<file path="src/rtl/int_to_fp_pkg.sv">
// Shared types and elaboration helpers for the integer-to-float converter.
package int_to_fp_pkg;

  typedef enum logic [1:0] {
    RM_RNE = 2'd0,
    RM_RTZ = 2'd1,
    RM_RUP = 2'd2,
    RM_RDN = 2'd3
  } rmode_e;

  function automatic int clog2(input int value);
    int r;
    r = 0;
    while ((1 << r) < value) r++;
    return r;
  endfunction

  function automatic int fp_bias(input int exp_w);
    return (1 << (exp_w - 1)) - 1;
  endfunction

  function automatic int fp_width(input int exp_w, input int man_w);
    return 1 + exp_w + man_w;
  endfunction

endpackage

</file>
<file path="src/rtl/int_to_fp_lzc.sv">
// Combinational leading-zero counter; count is WIDTH when the input is all zeros.
module int_to_fp_lzc
  import int_to_fp_pkg::*;
#(
  parameter int WIDTH = 32,
  parameter int CNT_W = clog2(WIDTH) + 1
) (
  input  logic [WIDTH-1:0] value,
  output logic [CNT_W-1:0] count,
  output logic             all_zero
);

  // Scanning upward lets the highest set bit be the last one to write the count.
  always_comb begin
    count    = CNT_W'(WIDTH);
    all_zero = 1'b1;
    for (int i = 0; i < WIDTH; i++) begin
      if (value[i]) begin
        count    = CNT_W'(WIDTH - 1 - i);
        all_zero = 1'b0;
      end
    end
  end

endmodule

</file>
<file path="src/rtl/int_to_fp_pipe.sv">
// Three-stage integer to IEEE-754 converter with valid/ready handshakes.
// Define INT_TO_FP_RMODE_EN to add a per-beat rmode port; otherwise RNE is fixed.
module int_to_fp_pipe
  import int_to_fp_pkg::*;
#(
  parameter int INT_W = 32,
  parameter int EXP_W = 8,
  parameter int MAN_W = 23
) (
  input  logic                   clk,
  input  logic                   rst,
  input  logic                   in_valid,
  output logic                   in_ready,
  input  logic [INT_W-1:0]       in_data,
  input  logic                   in_signed,
`ifdef INT_TO_FP_RMODE_EN
  input  logic [1:0]             rmode,
`endif
  output logic                   out_valid,
  input  logic                   out_ready,
  output logic [EXP_W+MAN_W:0]   out_fp,
  output logic                   out_inexact
);

  localparam int FP_W  = fp_width(EXP_W, MAN_W);
  localparam int BIAS  = fp_bias(EXP_W);
  localparam int CNT_W = clog2(INT_W) + 1;
  localparam int EXT_W = INT_W + MAN_W + 1;

  if (INT_W < 2 || INT_W > 64 || MAN_W < 1 || INT_W >= (1 << (EXP_W - 1))) begin : g_bad_params
    $error("int_to_fp_pipe: illegal INT_W/EXP_W/MAN_W combination");
  end

  logic               en;
  logic               in_sign;
  logic [INT_W-1:0]   in_mag;
  rmode_e             in_rmode;

  logic               s1_valid;
  logic               s1_sign;
  logic [INT_W-1:0]   s1_mag;
  rmode_e             s1_rmode;

  logic [CNT_W-1:0]   lzc_count;
  logic               lzc_zero;

  logic               s2_valid;
  logic               s2_sign;
  logic               s2_zero;
  logic [EXP_W-1:0]   s2_idx;
  logic [INT_W-1:0]   s2_norm;
  rmode_e             s2_rmode;

  logic [EXT_W-1:0]   ext;
  logic [MAN_W-1:0]   frac;
  logic               guard;
  logic               sticky;
  logic               inexact;
  logic               round_up;
  logic [MAN_W:0]     frac_rnd;
  logic [EXP_W-1:0]   exp_rnd;
  logic [FP_W-1:0]    result;

  // The whole pipe moves together, so bubbles stay in place while stalled.
  assign en       = !out_valid || out_ready;
  assign in_ready = en;

  assign in_sign = in_signed & in_data[INT_W-1];
  assign in_mag  = in_sign ? -in_data : in_data;

`ifdef INT_TO_FP_RMODE_EN
  assign in_rmode = rmode_e'(rmode);
`else
  assign in_rmode = RM_RNE;
`endif

  int_to_fp_lzc #(
    .WIDTH (INT_W),
    .CNT_W (CNT_W)
  ) u_lzc (
    .value    (s1_mag),
    .count    (lzc_count),
    .all_zero (lzc_zero)
  );

  always_ff @(posedge clk) begin
    if (rst) begin
      s1_valid    <= 1'b0;
      s2_valid    <= 1'b0;
      out_valid   <= 1'b0;
      out_fp      <= '0;
      out_inexact <= 1'b0;
    end else if (en) begin
      s1_valid  <= in_valid;
      s2_valid  <= s1_valid;
      out_valid <= s2_valid;
      if (s2_valid) begin
        out_fp      <= result;
        out_inexact <= inexact;
      end
    end
  end

  // Payload registers carry no reset; their valid bits qualify them.
  always_ff @(posedge clk) begin
    if (en) begin
      s1_sign  <= in_sign;
      s1_mag   <= in_mag;
      s1_rmode <= in_rmode;
      s2_sign  <= s1_sign;
      s2_zero  <= lzc_zero;
      s2_idx   <= EXP_W'(INT_W - 1 - int'(lzc_count));
      s2_norm  <= s1_mag << lzc_count;
      s2_rmode <= s1_rmode;
    end
  end

  // Bits below the hidden one are padded so guard and sticky exist for any MAN_W.
  always_comb begin
    ext      = {s2_norm[INT_W-2:0], {(MAN_W + 2){1'b0}}};
    frac     = ext[EXT_W-1 -: MAN_W];
    guard    = ext[EXT_W-1-MAN_W];
    sticky   = |ext[EXT_W-2-MAN_W:0];
    inexact  = !s2_zero && (guard || sticky);
    round_up = 1'b0;
    case (s2_rmode)
      RM_RNE:  round_up = guard && (sticky || frac[0]);
      RM_RTZ:  round_up = 1'b0;
      RM_RUP:  round_up = (guard || sticky) && !s2_sign;
      default: round_up = (guard || sticky) && s2_sign;
    endcase
    frac_rnd = {1'b0, frac} + {{MAN_W{1'b0}}, round_up};
    exp_rnd  = s2_idx + EXP_W'(BIAS) + {{(EXP_W - 1){1'b0}}, frac_rnd[MAN_W]};
    result   = s2_zero ? '0 : {s2_sign, exp_rnd, frac_rnd[MAN_W-1:0]};
  end

endmodule
</file>
<file path="config.mk">
export PLATFORM = sky130hd
export DESIGN_NAME = int_to_fp_pipe
export DESIGN_NICKNAME = d
export VERILOG_FILES = /design/src/rtl/int_to_fp_pkg.sv /design/src/rtl/int_to_fp_lzc.sv /design/src/rtl/int_to_fp_pipe.sv
export SDC_FILE = /design/constraint.sdc
export NUM_CORES = 1
export LEC_CHECK = 0
export BUFFER_PORTS_ARGS = -buffer_cell sky130_fd_sc_hd__buf_4
export CORE_ASPECT_RATIO = 0.9
export CORE_UTILIZATION = 45
export CTS_CLUSTER_DIAMETER = 30
export CTS_CLUSTER_SIZE = 24
export DETAILED_ROUTE_END_ITERATION = 10
export SYNTH_ARGS = -nofsm -noshare
export SYNTH_HDL_FRONTEND = slang
export SYNTH_SLANG_ARGS = --single-unit
</file>
<file path="constraint.sdc">
create_clock -name clk -period 10.55 [get_ports clk]
set_input_delay 1.5825 -clock clk [delete_from_list [all_inputs] [get_ports clk]]
set_output_delay 1.5825 -clock clk [all_outputs]
set_load 0.005 [all_outputs]
</file>
# Word level (Yosys, flattened, before mapping)
# Cells that the tools add are included.
[word_totals] register_bits=110 input_bits=37 out_inout_bits=35 word_cells=63
[op_classes] addsub=5 shift=1 muxes=35 bitwise=1 n_reduce_logical=10
[ops] cell="$mux W6" count=32
[ops] cell="$mux W32" count=2
[ops] cell="$neg A32 Y32" count=1
[ops] cell="$shl A32 B6 Y31" count=1
[ops] cell="$reduce_or A31 Y1" count=1
[ops] cell="$add A23 B1 Y24" count=1
[ops] cell="$add A8 B1 Y8" count=1
[ops] cell="$add A8 B7 Y8 const B" count=1
[ops] cell="$reduce_or A7 Y1" count=1
[ops] cell="$sub A5 B6 Y7 const A" count=1
[ops] cell="$logic_or A1 B1 Y1" count=3
[ops] cell="$logic_and A1 B1 Y1" count=2
[ops] cell="$logic_not A1 Y1" count=2
[ops] cell="$reduce_and A2 Y1" count=1
[ops] cell="$and A1 B1 Y1" count=1
[ops] cell="$mux W1" count=1

# Logic depth before layout (Yosys ltp)
[logic_depth] ltp_word=33 ltp_mapped=17 ltp_nobuf=17

# Modules after synthesis
# Synthesis repeated with hierarchy kept, for this count alone.
[hier_totals] cells_unflattened=704 area_unflattened_um2=6805.3
[modules_own_cells] mod="int_to_fp_pipe" instances=1 cells_per_inst=638 area_each_um2=6429.9 seq_area_each_um2=2882.8
[modules_own_cells] mod="int_to_fp_lzc" instances=1 cells_per_inst=66 area_each_um2=375.4 seq_area_each_um2=0.0

# Worst setup path before layout
# Ideal clock, no wire load.
[synth_path] path_type="input to output" startpoint="in out_ready" endpoint="out in_ready" arrival_ps=3806 t_required_ps=8968 setup_slack_ps=5161 stages=2 n_path_buf=1 cell_sequence="nand2b_1 clkbuf_1"
[synth_via] elab_chain_cells=1
[synth_rtl] item="start, declared" line_no="int_to_fp_pipe.sv:20" text="input logic out_ready,"
[synth_rtl] item="$logic_or A1 B1 Y1" line_no="int_to_fp_pipe.sv:65" text="assign en = !out_valid || out_ready;"
[synth_rtl] item="end, declared" line_no="int_to_fp_pipe.sv:13" text="output logic in_ready,"
# No other way between the ends.

# Worst setup path in the final report
[layout_path] startpoint="reg s1_mag[21]" endpoint="reg s2_norm[26], data pin"
[layout_via] elab_chain_cells=12
[layout_rtl] item="start, declared" line_no="int_to_fp_pipe.sv:41" text="logic [INT_W-1:0] s1_mag;"
[layout_rtl] item="start signal, assigned" line_no="int_to_fp_pipe.sv:108" text="s1_mag <= in_mag;"
[layout_rtl] item="$mux W6 (11 in a row)" line_no="int_to_fp_lzc.sv:18" text="if (value[i]) begin"
[layout_rtl] item="$shl A32 B6 Y31 *" line_no="int_to_fp_pipe.sv:113" text="s2_norm <= s1_mag << lzc_count;"
[layout_rtl] item="end signal, assigned" line_no="int_to_fp_pipe.sv:113"
[layout_rtl] item="end, declared" line_no="int_to_fp_pipe.sv:51" text="logic [INT_W-1:0] s2_norm;"
# Mark *: on every way between the ends. The rest lies on a longest branch, timed or not.
# A chain may end at the register's enable or synchronous reset.

==> results.md <==
* Setup violators final at 0
* # port buffers at 71
* Detailed-route wire length at 14.8 mm
* Wire length on met3 at between 400 and 500 um
* Period utilization at a little over a third
* Die ar. at 14,800 um2
* Critical path launch point type: flip-flop
* M1 wire length at 6.70 mm
* Post-synth EDFFs at 72
* Multi-input logic area at 3360 um2
* Power Dens Cells at approximately 170 nW/um2
* Top cells by count, synth: nor2_1 (87), edfxtp_1 (72), mux2i_1 (57)
* First-pass GRT wire length at 24.0 mm
* Netlist cell types at 63
* Critical path data arrival time at 3.94 ns
* Place WS at 6.34 ns
* Critical path endpoint category: flip-flop
* Net Count, Synth at about 700
* Gr usage total at 21.1%
* Final Skew at 0.0112 ns
* Vias per cell at 5.45
* Drt first-iter violations at about 340
* Max_slew headroom at 31.4%
* Core ar. at 14,000 um2
* Seq cells post-synth at 108
* Gr ovfl total at 0
* Setup bufs post-CTS at 0
* Maximum clock insertion buffer count at 2
* Peak supply drop at about 0.077 mV
* Critical path class: reg2reg
* Min cycle time layout at 3.84 ns
* Wire per inst at 15.8 um
* Post-synth top area cell: edfxtp_1
* Syn Std Cell Area at 6460 um2
* Antenna Nets Post-Route at 0
* Max-cap viol count at 0
* Clock transition at path regs at about 0.070 ns
* Syn-to-layout area delta at 14.9%
* Fmax at around 260 MHz
* Post-route cell area at 7420 um2
* Largest net degree at the start of global routing at 74
* Seq. cell area at roughly 2900 um2
* Leak at between 3 and 4 nW
* Synth Flop Type: edfxtp_1
* Clock Sinks at around 110
* Die H at 116 um
* Syn_area_per_cell at 9.51 um2
* Clock tree from TritonCTS: built
* Top layer in use: met4
* Hold Crit Class: reg2reg
* Cell Area, Placed at 7150 um2
* Residual DRC at 0
* Vias in the first global route at 4,822
* ANT cells at 0
* CTS H-tree depth at 3
* Cells after Synth at around 680
* Post-CTS Resized at 0
* Setup TNS at 0 ns
* Sequential area share after synthesis at about 45%
* NumNets Final at 777
* Top cell type's share of synthesized area at 33.5%
* Ys Warns at 0
* Root buf cell: clkbuf_16
* # IOs at 72
* Asr flop ratio synth at 0%
* Endpoints failing hold at 0
* Die W at 128 um
* Fillers at roughly 1,300
* DRT Pass-1 Iters at 5
* Slew @ Worst Pin at 1.03 ns
* Critical path data required time at 10.65 ns
* Most numerous cell in the Yosys netlist: nor2_1
* DP Wirelength at around 11 mm
* Setup ws final at ~6.7 ns
* Worst-Skew Late Latency at 0.36 ns
* RSZ-0062 raised after global routing: false
* Vias at between 5,000 and 6,000
* Gp weighted congestion at 0.928
* Cts hold-fix bufs at 0
* Share of cells above drive strength 1 at 15.4%
* Area contributors post-synth: edfxtp_1 (33%), dfxtp_1 (11%), mux2i_1 (8.8%)
* TritonCTS buffer count at 9
* Antenna violations before repair at 0
* Slew Viols, Final at 0
* Crit path max fanout at 20
* Initial Util at 46.1%
* Met2 wire len at between 7 and 8 mm
* Outcome: finished clean
* Row count at 41
## cells in the final DEF, fill, tap and decap left out, drive strengths merged, types with 4 or more instances in the layout
cell / instances
nor2: 88
dfxtp: 36
buf: 77
ha: 5
mux2: 13
o31ai: 4
nand2b: 8
a211oi: 4
o21ai: 20
xor2: 25
nand3: 20
clkbuf: 11
nand4: 5
o21bai: 5
and2: 8
mux2i: 57
a21oi: 48
inv: 27
or3: 7
o21a: 4
o22ai: 7
nand2: 44
xnor2: 28
nor4: 14
nor3: 24
edfxtp: 72
a22oi: 25
o211ai: 5
## sequential cells by signal (all words and copies together) (netlist names)
name,flops
s2_idx,6
s2_sign,1
out_fp,32
s2_norm,31
s2_valid,1
s1_mag,32
s1_valid,1
s2_zero,1
out_valid,1
out_inexact,1
s1_sign,1
## metal layers
metal,vias to the layer above,global-route usage (%)
met5,-,0
met4,0,11.2
met3,32,2.82
met2,134,36.9
met1,2306,25.5
li1,2614,-
## worst max-delay path, cell delays in order (launching register included)
cell      delay (ns)
edfxtp_1        0.46
nor4_1          0.52
inv_1           0.16
nor2_1          0.52
o21ai_0         0.17
and2_0          0.43
inv_1           0.59
mux2_2          0.43
a22oi_1         0.21
o21ai_1         0.09
## worst paths after layout
path / startpoint / to / slack, ns / cells after the start
max reg2reg: s1_mag[21] / s2_norm[26] / 6.71 / 9
min reg2reg: s1_sign / s2_sign / 0.43 / 0
max: s1_mag[21] / s2_norm[26] / 6.71 / 9
min: s1_sign / s2_sign / 0.43 / 0
## cell families (layout without fill, tap and decap cells)
group | count (synthesis) | count (layout) | synth area share, %
and+or+nand+nor | 236 | 236 | 17.3
AOI/OAI and AO/OA | 149 | 149 | 15.0
DFF | 108 | 108 | 44.6
muxes | 71 | 71 | 11.4
buffers and inverters | 57 | 118 | 3.49
xor gates and xnor gates | 53 | 53 | 7.19
adders and majority gates | 5 | 5 | 0.969
## through the flow
| step | total power, mW | utilization [%] | std cells | hold slack (ns) |
|---|---|---|---|---|
| floorplan | 0.816 | - | 679 | 0.400 |
| global placement | 0.920 | 51.1 | 917 | 0.407 |
| detailed placement | 0.922 | 51.1 | 917 | 0.414 |
| CTS | 1.24 | 53.0 | 933 | 0.430 |
| global route | 1.30 | 53.0 | 933 | 0.447 |
| finish | 1.22 | 53.0 | 933 | 0.429 |
## area by class of cell
cell class,instances,share of cell area [%]
tap,193,3.25
sequential,108,38.8
clock buffer,11,3.14
multi-input combinational,514,45.2
timing repair buffer,77,7.79
inverter,25,1.26
clock inverter,5,0.472
## power breakdown
part	total, mW	switching, mW	internal (mW)	leakage (nW)
logic	0.329	0.178	0.150	1.87
clock network	0.311	0.150	0.161	0.135
registers	0.585	0.0554	0.529	1.05
No activity file was read; power rests on OpenSTA's default activity.
